==> src/rtl/sprite_rom_arbiter.sv <==
// ---------------------------------------------------------------------------
// Module   : sprite_rom_arbiter
// Function : Round-robin share of one sprite-index ROM and palette between
//            NUM_REQ requesters; responses carry the owner id, in grant order.
// Option   : SPRITE_ARB_COLORKEY_EN makes KEY_INDEX pixels transparent.
// Revision : 1.0 - initial release
// ---------------------------------------------------------------------------
`default_nettype none

module sprite_rom_arbiter #(
  parameter int         NUM_REQ   = 4,
  parameter int         ADDR_W    = 12,
  parameter int         ROM_LAT   = 2,
  parameter logic [7:0] KEY_INDEX = 8'h00
) (
  input  logic                       clk,
  input  logic                       reset,
  input  logic [NUM_REQ-1:0]         req_valid,
  input  logic [NUM_REQ*ADDR_W-1:0]  req_addr,
  output logic [NUM_REQ-1:0]         req_ready,
  output logic                       rom_en,
  output logic [ADDR_W-1:0]          rom_addr,
  input  logic [7:0]                 rom_index,
  output logic [7:0]                 pal_index,
  input  logic [11:0]                pal_rgb,
  output logic                       rsp_valid,
  output logic [$clog2(NUM_REQ)-1:0] rsp_id,
  output logic [11:0]                rsp_rgb,
  output logic                       rsp_opaque,
  output logic                       busy
);

  localparam int              ID_W   = $clog2(NUM_REQ);
  localparam logic [ID_W-1:0] c_last = ID_W'(NUM_REQ - 1);

  logic [ID_W-1:0]   r_ptr;
  logic [ROM_LAT:0]  r_tag_v;
  logic [ID_W-1:0]   r_tag_id [ROM_LAT+1];

  logic              w_gnt;
  logic [ID_W-1:0]   w_gnt_id;
  logic [ID_W-1:0]   w_ptr_nxt;
  logic [ADDR_W-1:0] w_gnt_addr;

  // First valid requester at or above the pointer, wrapping around.
  always_comb begin
    w_gnt    = 1'b0;
    w_gnt_id = '0;
    for (int k = 0; k < NUM_REQ; k++) begin
      if (!w_gnt && req_valid[(int'(r_ptr) + k) % NUM_REQ]) begin
        w_gnt    = 1'b1;
        w_gnt_id = ID_W'((int'(r_ptr) + k) % NUM_REQ);
      end
    end
  end

  assign req_ready  = w_gnt ? ({{(NUM_REQ-1){1'b0}}, 1'b1} << w_gnt_id) : '0;
  assign w_ptr_nxt  = (w_gnt_id == c_last) ? '0 : w_gnt_id + ID_W'(1);
  assign w_gnt_addr = req_addr[w_gnt_id*ADDR_W +: ADDR_W];
  assign pal_index  = rom_index;
  assign busy       = (|req_valid) | (|r_tag_v) | rom_en;

`ifndef SPRITE_ARB_COLORKEY_EN
  logic w_unused_key;
  assign w_unused_key = ^KEY_INDEX;
`endif

  // Tag slot 0 is loaded alongside rom_en; slot ROM_LAT lines up with rom_index.
  always_ff @(posedge clk or posedge reset) begin
    if (reset) begin
      r_ptr      <= '0;
      rom_en     <= 1'b0;
      rom_addr   <= '0;
      r_tag_v    <= '0;
      for (int k = 0; k <= ROM_LAT; k++) r_tag_id[k] <= '0;
      rsp_valid  <= 1'b0;
      rsp_id     <= '0;
      rsp_rgb    <= '0;
      rsp_opaque <= 1'b0;
    end else begin
      rom_en <= w_gnt;
      if (w_gnt) begin
        r_ptr    <= w_ptr_nxt;
        rom_addr <= w_gnt_addr;
      end
      r_tag_v     <= {r_tag_v[ROM_LAT-1:0], w_gnt};
      r_tag_id[0] <= w_gnt_id;
      for (int k = 1; k <= ROM_LAT; k++) r_tag_id[k] <= r_tag_id[k-1];
      rsp_valid <= r_tag_v[ROM_LAT];
      if (r_tag_v[ROM_LAT]) begin
        rsp_id <= r_tag_id[ROM_LAT];
`ifdef SPRITE_ARB_COLORKEY_EN
        if (rom_index == KEY_INDEX) begin
          rsp_opaque <= 1'b0;
          rsp_rgb    <= 12'h000;
        end else begin
          rsp_opaque <= 1'b1;
          rsp_rgb    <= pal_rgb;
        end
`else
        rsp_opaque <= 1'b1;
        rsp_rgb    <= pal_rgb;
`endif
      end
    end
  end

endmodule

`default_nettype wire

==> config.mk <==
export PLATFORM = sky130hd
export DESIGN_NAME = sprite_rom_arbiter
export DESIGN_NICKNAME = d
export VERILOG_FILES = /design/src/rtl/sprite_rom_arbiter.sv
export SDC_FILE = /design/constraint.sdc
export NUM_CORES = 1
export LEC_CHECK = 0
export ABC_AREA = 1
export CAP_MARGIN = 20
export CORE_MARGIN = 1
export CORE_UTILIZATION = 36
export CTS_CLUSTER_DIAMETER = 200
export DETAILED_ROUTE_END_ITERATION = 8
export PLACE_DENSITY = 0.77
export SLEW_MARGIN = 15
export SYNTH_ARGS = -nofsm -noshare
export SYNTH_HDL_FRONTEND = slang
export SYNTH_SLANG_ARGS = --single-unit
==> constraint.sdc <==
create_clock -name clk -period 1.7 [get_ports clk]
set_input_delay 0.17 -clock clk [delete_from_list [all_inputs] [get_ports clk]]
set_output_delay 0.17 -clock clk [all_outputs]
set_load 0.02 [all_outputs]
### Yosys cells after proc, flatten, opt, wreduce, memory -nomap -nowiden

Index checks and enable logic that the tools add are counted.

| cells by class | value |
|---|---|
| add/subtract/negate cells | 4 |
| shift-type cells | 2 |
| order comparisons | 4 |
| mux-type cells | 21 |
| equal/unequal tests | 1 |
| bitwise logic cells | 5 |
| $mul | 1 |
| reductions and logical operators | 11 |

Operators with widths:

| cell | count |
|---|---|
| $shiftx A48 B7 Y12 | 1 |
| $lt A3 B4 Y1 const B | 3 |
| $mux W1 | 11 |
| $mux W2 | 5 |
| $bmux W1 S2 | 4 |
| $reduce_or A2 Y1 | 3 |
| $add A2 B1 Y2 const B | 2 |
| $add A2 B2 Y2 const B | 2 |
| $mul A2 B2 Y4 const B | 1 |
| $mux W4 | 1 |
| $reduce_or A4 Y1 | 1 |
| $shl A1 B2 Y4 const A | 1 |
| $and A1 B1 Y1 const A | 3 |
| $logic_and A1 B1 Y1 | 3 |
| $logic_not A1 Y1 | 3 |
| $lt A2 B3 Y1 const B | 1 |
| $reduce_or A3 Y1 | 1 |
| $eq A2 B2 Y1 const B | 1 |
| $or A1 B1 Y1 | 2 |

| storage, ports and cells | value |
|---|---|
| input port bits | 74 |
| flip-flop bits (word level) | 40 |
| word-level logic and storage cells | 60 |
| output and inout bits | 42 |

### Longest topological paths before layout

| logic depth | value |
|---|---|
| depth in word-level cells | 16 |
| depth in mapped cells | 16 |
| gate-level depth less buffers | 15 |

### Worst setup path before layout

No wires, ideal clock.

| path | value |
|---|---|
| path kind | register to output |
| start | register r_ptr[0] |
| end | output req_ready[0] |
| path buffers | 2 |
| cell stages (with the launch flop) | 12 |
| slack | -0.348 ns |
| required time | 1.530 ns |
| arrival | 1.878 ns |
| cells stage by stage | dfrtp_1 -> buf_6 -> nand2_1 -> nand3_1 -> nand2_2 -> nor2_1 -> nor2_1 -> nand2_4 -> nand2_4 -> buf_6 -> inv_2 -> nor3_1 |

| on the way | value |
|---|---|
| cells in the longest elaborated chain, start to end | 14 |
| elaborated cells between the ends (all ways) | 30 |
| those cells by class | add/sub (3); shift (1); mux (20); reduce/logical (6) |

Ends and longest elaborated chain:

| what | RTL line | text |
|---|---|---|
| from (decl) | 36 | `logic [ID_W-1:0] r_ptr;` |
| from (signal assigned) | 83 | `r_ptr <= w_ptr_nxt;` |
| $add A2 B1 Y2 or $bmux W1 S2 (tied branches) | 50, 52 |  |
| $bmux W1 S2 or $mux W1 (tied branches) | 50 | `if (!w_gnt && req_valid[(int'(r_ptr) + k) % NUM_REQ]) begin` |
| $mux W1 (not written as such) | 50 |  |
| $mux W1 (not written as such) or $logic_not A1 Y1 (tied branches) | 50 |  |
| $logic_and A1 B1 Y1 | 50 |  |
| $mux W1 | 50 |  |
| $logic_not A1 Y1 | 50 |  |
| $logic_and A1 B1 Y1 | 50 |  |
| $mux W1 | 50 |  |
| $logic_not A1 Y1 | 50 |  |
| $logic_and A1 B1 Y1 | 50 |  |
| $mux W2 * | 50 |  |
| via w_gnt_id[0] | 41 | `logic [ID_W-1:0] w_gnt_id;` |
| $shl A1 B2 Y4 * | 57 | `assign req_ready = w_gnt ? ({{(NUM_REQ-1){1'b0}}, 1'b1} << w_gnt_id) : '0;` |
| $mux W4 * | 57 |  |
| to (decl) | 20 | `output logic [NUM_REQ-1:0] req_ready,` |

Mark *: on every way through the listed nets, which the timed path passes. The rest lies on a longest branch. The select of a mux whose other input is x is not followed.

### Worst setup path after layout

| path | value |
|---|---|
| start | register r_ptr[0] |
| end | output req_ready[0] |

| on the way | value |
|---|---|
| cells in the longest elaborated chain, start to end | 14 |
| elaborated cells between the ends (all ways) | 30 |
| those cells by class | add/sub (3); shift (1); mux (20); reduce/logical (6) |

Ends and longest elaborated chain:

| what | RTL line |
|---|---|
| $add A2 B1 Y2 or $bmux W1 S2 (tied branches) | 50, 52 |
| $bmux W1 S2 or $mux W1 (tied branches) | 50 |
| $mux W1 (not written as such) | 50 |
| $mux W1 (not written as such) or $logic_not A1 Y1 (tied branches) | 50 |
| $logic_and A1 B1 Y1 | 50 |
| $mux W1 | 50 |
| $logic_not A1 Y1 | 50 |
| $logic_and A1 B1 Y1 | 50 |
| $mux W1 | 50 |
| $logic_not A1 Y1 | 50 |
| $logic_and A1 B1 Y1 | 50 |
| $mux W2 | 50 |
| $shl A1 B2 Y4 | 57 |
| $mux W4 * | 57 |

Every way passes the cells marked *; elsewhere a longest branch is shown, timed or not. The select of a mux whose other input is x is not followed.

==> run summary <==
==========================================================================================
Tightest slew margin relative to the limit                                           0.684
First-pass GRT wire length                                                         9440 µm
Number of buffers added on ports                                                        99
Final Hold Viols                                                                         0
Final-layout fill cell count                                                           520
Portion of netlist area occupied by mux cells                                            0
Worst setup endpoint                                                          req_ready[0]
Number of antenna violations at the first check in global routing                        0
Worst reg-to-reg path cell count                                                        16
Post-detailed-route wirelength per cell                                            12.0 µm
Num rows                                                                                28
Mean cell area of the mapped netlist                                              6.85 µm²
Tot GR Track Use                                                                     0.192
Final worst hold slack                                                            0.294 ns
Layout cell share with drive strength beyond 1                                       0.174
Height of the die                                                                  80.3 µm
Util after Layout                                                                    0.618
Required arrival time at the worst endpoint                                        1.53 ns
Initial core utilization                                                             0.373
Number of remaining DRC errors                                                           0
Synth top cells by count                                                      sky130_fd_sc_hd__nand2_1 (197), sky130_fd_sc_hd__dfrtp_1 (39), sky130_fd_sc_hd__nand3_1 (29)
Startpoint-to-endpoint class of the critical path                               reg -> out
Combinational family with the most area after synthesis                       simple AND/OR/NAND/NOR gates
Outcome                                                                       finished with violations
Largest net degree at the start of global routing                                       40
Setup Viol. Count Final                                                                 18
RePlAce Congestion                                                                   0.809
Power consumption                                                                  8430 µW
Worst reg2reg setup slack                                                         -0.35 ns
Delay of the slowest critical-path stage                                           0.48 ns
Share of the cycle needed by the critical path after routing                          1.24
EDFF count, synth                                                                        0
Htree depth                                                                              2
Library cell occupying the most area in the post-synthesis netlist            sky130_fd_sc_hd__dfrtp_1
Final-report max-slew violation count                                                    0
Yosys synthesis warning count                                                            0
Leak                                                                            0.00187 µW
Top-area cell type share of the netlist area                                         0.442
Post-Synthesis Cells                                                                   322
Final critical delay including setup and external delays                           2.11 ns
Total grt overflow                                                                       0
Violations in the final reports                                               setup timing
Beginning of the critical path                                                    r_ptr[0]
Core Box Area                                                                  0.00592 mm²
Compound-cell area share of the yosys netlist                                       0.0102
Setup ws final                                                                   -0.405 ns
Peak-usage layer in the global routing report                                         met2
Share of synthesized cell area in and, or, nand and nor gates                        0.455
Synth Flop Type                                                               sky130_fd_sc_hd__dfrtp_1
Maximum frequency from static timing analysis                                      475 MHz
Die W                                                                              80.3 µm
Total Die Area                                                                 0.00644 mm²
Syn Nets                                                                               396
Type of element launching the critical path                                           flop
Post-synthesis instance area                                                   0.00221 mm²
Worst Setup Slack post-DPL                                                       -0.668 ns
Worst voltage drop across the vdd grid                                             1030 µV
Clock Sink Count                                                                        39
Xor-xnor portion of the synthesized cell area                                            0
Final non-filler cell area                                                     0.00366 mm²
CTS Hold Bufs                                                                            0
First-pass detailed-route iteration total                                                4
Root buffer selected by CTS                                                   sky130_fd_sc_hd__clkbuf_8
Final-stage net count                                                                  509
Share of synthesized cell area in full adder, half adder and majority cells              0
Crit path max fanout                                                                     6
Unrepaired setup endpoints after global routing                                        yes
Endpoint of the most critical register-to-register path                        rom_addr[6]
Arrival time at the worst endpoint                                                 1.94 ns
Multi-input combinational cell area                                            0.00111 mm²
DRT Wirelength                                                                     6110 µm
Type of element capturing the critical path                                    output port
Insertion delay of the later-clocked pin in the worst-skew pair                    0.29 ns
Area growth, synth to finish                                                         65.8%
R2R Path Start                                                                    r_ptr[0]
Highest-delay cell along the critical path                                    sky130_fd_sc_hd__dfrtp_2
Vias in the first global route                                                        2091
Clock slew at the register clock pins of the worst setup and hold paths            0.08 ns
Bufs on Longest Clock Path                                                               2
DPL Wire Length                                                                    4370 µm
Global-route met2 utilization                                                        0.334
Routed vias                                                                           2342
DP Area                                                                        0.00328 mm²
Class of the worst hold path                                                   in -> async
Post-DRT Antenna Nets                                                                    0
Cell breakdown of the critical path                                           buf_4, nand2_1, nand2_1, nand2_1, nand2_2, nor2_4, nand2_2, buf_4, nor2_4, buf_4, nor3_4, buf_6
Synth Register Bits                                                                     39
Slew at the pin closest to its max-slew limit                                     0.473 ns
I/O Pins                                                                               116
M3 GR Usage                                                                         0.0284
Sequential cell area                                                               978 µm²
Total of max-cap violations                                                              0
Clock tree from TritonCTS                                                              yes
Most frequent cell after synthesis                                            sky130_fd_sc_hd__nand2_1
Post-synth cell types                                                                   20
Sequential-to-total area share from yosys stat                                       0.442
Top cells by area in the synthesized netlist                                  sky130_fd_sc_hd__dfrtp_1 (44%), sky130_fd_sc_hd__nand2_1 (34%), sky130_fd_sc_hd__nand3_1 (6.6%), sky130_fd_sc_hd__buf_4 (3.4%), sky130_fd_sc_hd__inv_1 (1.5%)
Power density over the cells                                                   2310 mW/mm²
Number of CTS-inserted buffers                                                           5
Via/cell ratio                                                                        4.58
Met1 GRT Util                                                                        0.240
Async S/R FF share, synth                                                             1.00
Diodes inserted                                                                          0
Detailed router's first-iteration violation count                                       74
Clock skew after layout                                                         0.00474 ns
==========================================================================================
[worst max-delay path, delay by kind of cell, from the launching register on]
kind	cells	cell delay (ns)
and+or+nand+nor	8	0.61
DFF	1	0.48
buffers and inverters	4	0.57
[worst min-delay path by stage]
stage	startpoint	end	slack, ns	cells after the start
2_1_floorplan	pal_rgb[0]	rsp_rgb[0]	0.28	2
3_3_place_gp	r_tag_id[3]	r_tag_id[1]	0.33	0
3_5_place_dp	r_tag_id[4]	r_tag_id[2]	0.33	0
4_1_cts	reset	rom_addr[3]	0.31	3
5_1_grt	rom_index[4]	pal_index[4]	0.34	0
6_report	reset	rom_addr[3]	0.29	3
[layout by cell type (no fill, tap or decap), drive strengths merged]
cell,count
a21oi,2
o21ai,1
clkdlybuf4s50,94
clkbuf,6
nand3,30
or2,1
buf,34
nor2,7
o211ai,1
bufinv,1
dfrtp,39
inv,15
nor3,2
nand2,203
[power breakdown]
| part | internal, µW | total, µW | switching [µW] |
|---|---|---|---|
| Sequential | 1310 | 1510 | 197 |
| Combinational | 2770 | 6130 | 3350 |
| Clock | 482 | 798 | 316 |
[routing by layer]
metal / part of all wire / vias up
li1: - / 1204
met1: 0.44 / 1041
met2: 0.48 / 88
met3: 0.062 / 9
met4: 0.014 / 0
met5: 0 / -
[cell families (layout without fill, tap and decap cells)]
kind of cell           Yosys count  after routing
and+or+nand+nor                243            243
DFF                             39             39
buffers and inverters           36            150
AOI/OAI and AO/OA                4              4
[through the flow]
step,setup TNS [ns],instances
floorplan,-0.181,322
global placement,-9.32,490
detailed placement,-10.05,490
CTS,-6.22,509
global route,-8.54,511
finish,-5.78,511
[area by class of cell]
class / instances / area share
Inverter: 14 / 0.0157
Timing Repair Buffer: 128 / 0.355
Clock inverter: 2 / 0.0106
Clock buffer: 6 / 0.0226
Tap cell: 75 / 0.0257
Multi-Input combinational cell: 247 / 0.302
Sequential cell: 39 / 0.268
[repair_timing]
action	4_1_cts	5_1_grt
setup endpoints to repair	21	21
buffers inserted	9	2
gates cloned	3	0
resized for setup	53	5
pin swaps	10	1
[state kept, by name, indices dropped and copies added, names as in the netlist]
signal and flops:
rom_addr 12, rsp_rgb 12, r_tag_id 6, r_tag_v 3, r_ptr 2, rsp_id 2
rsp_opaque 1, rsp_valid 1
Note: power is estimated with default switching activity, not from simulation.
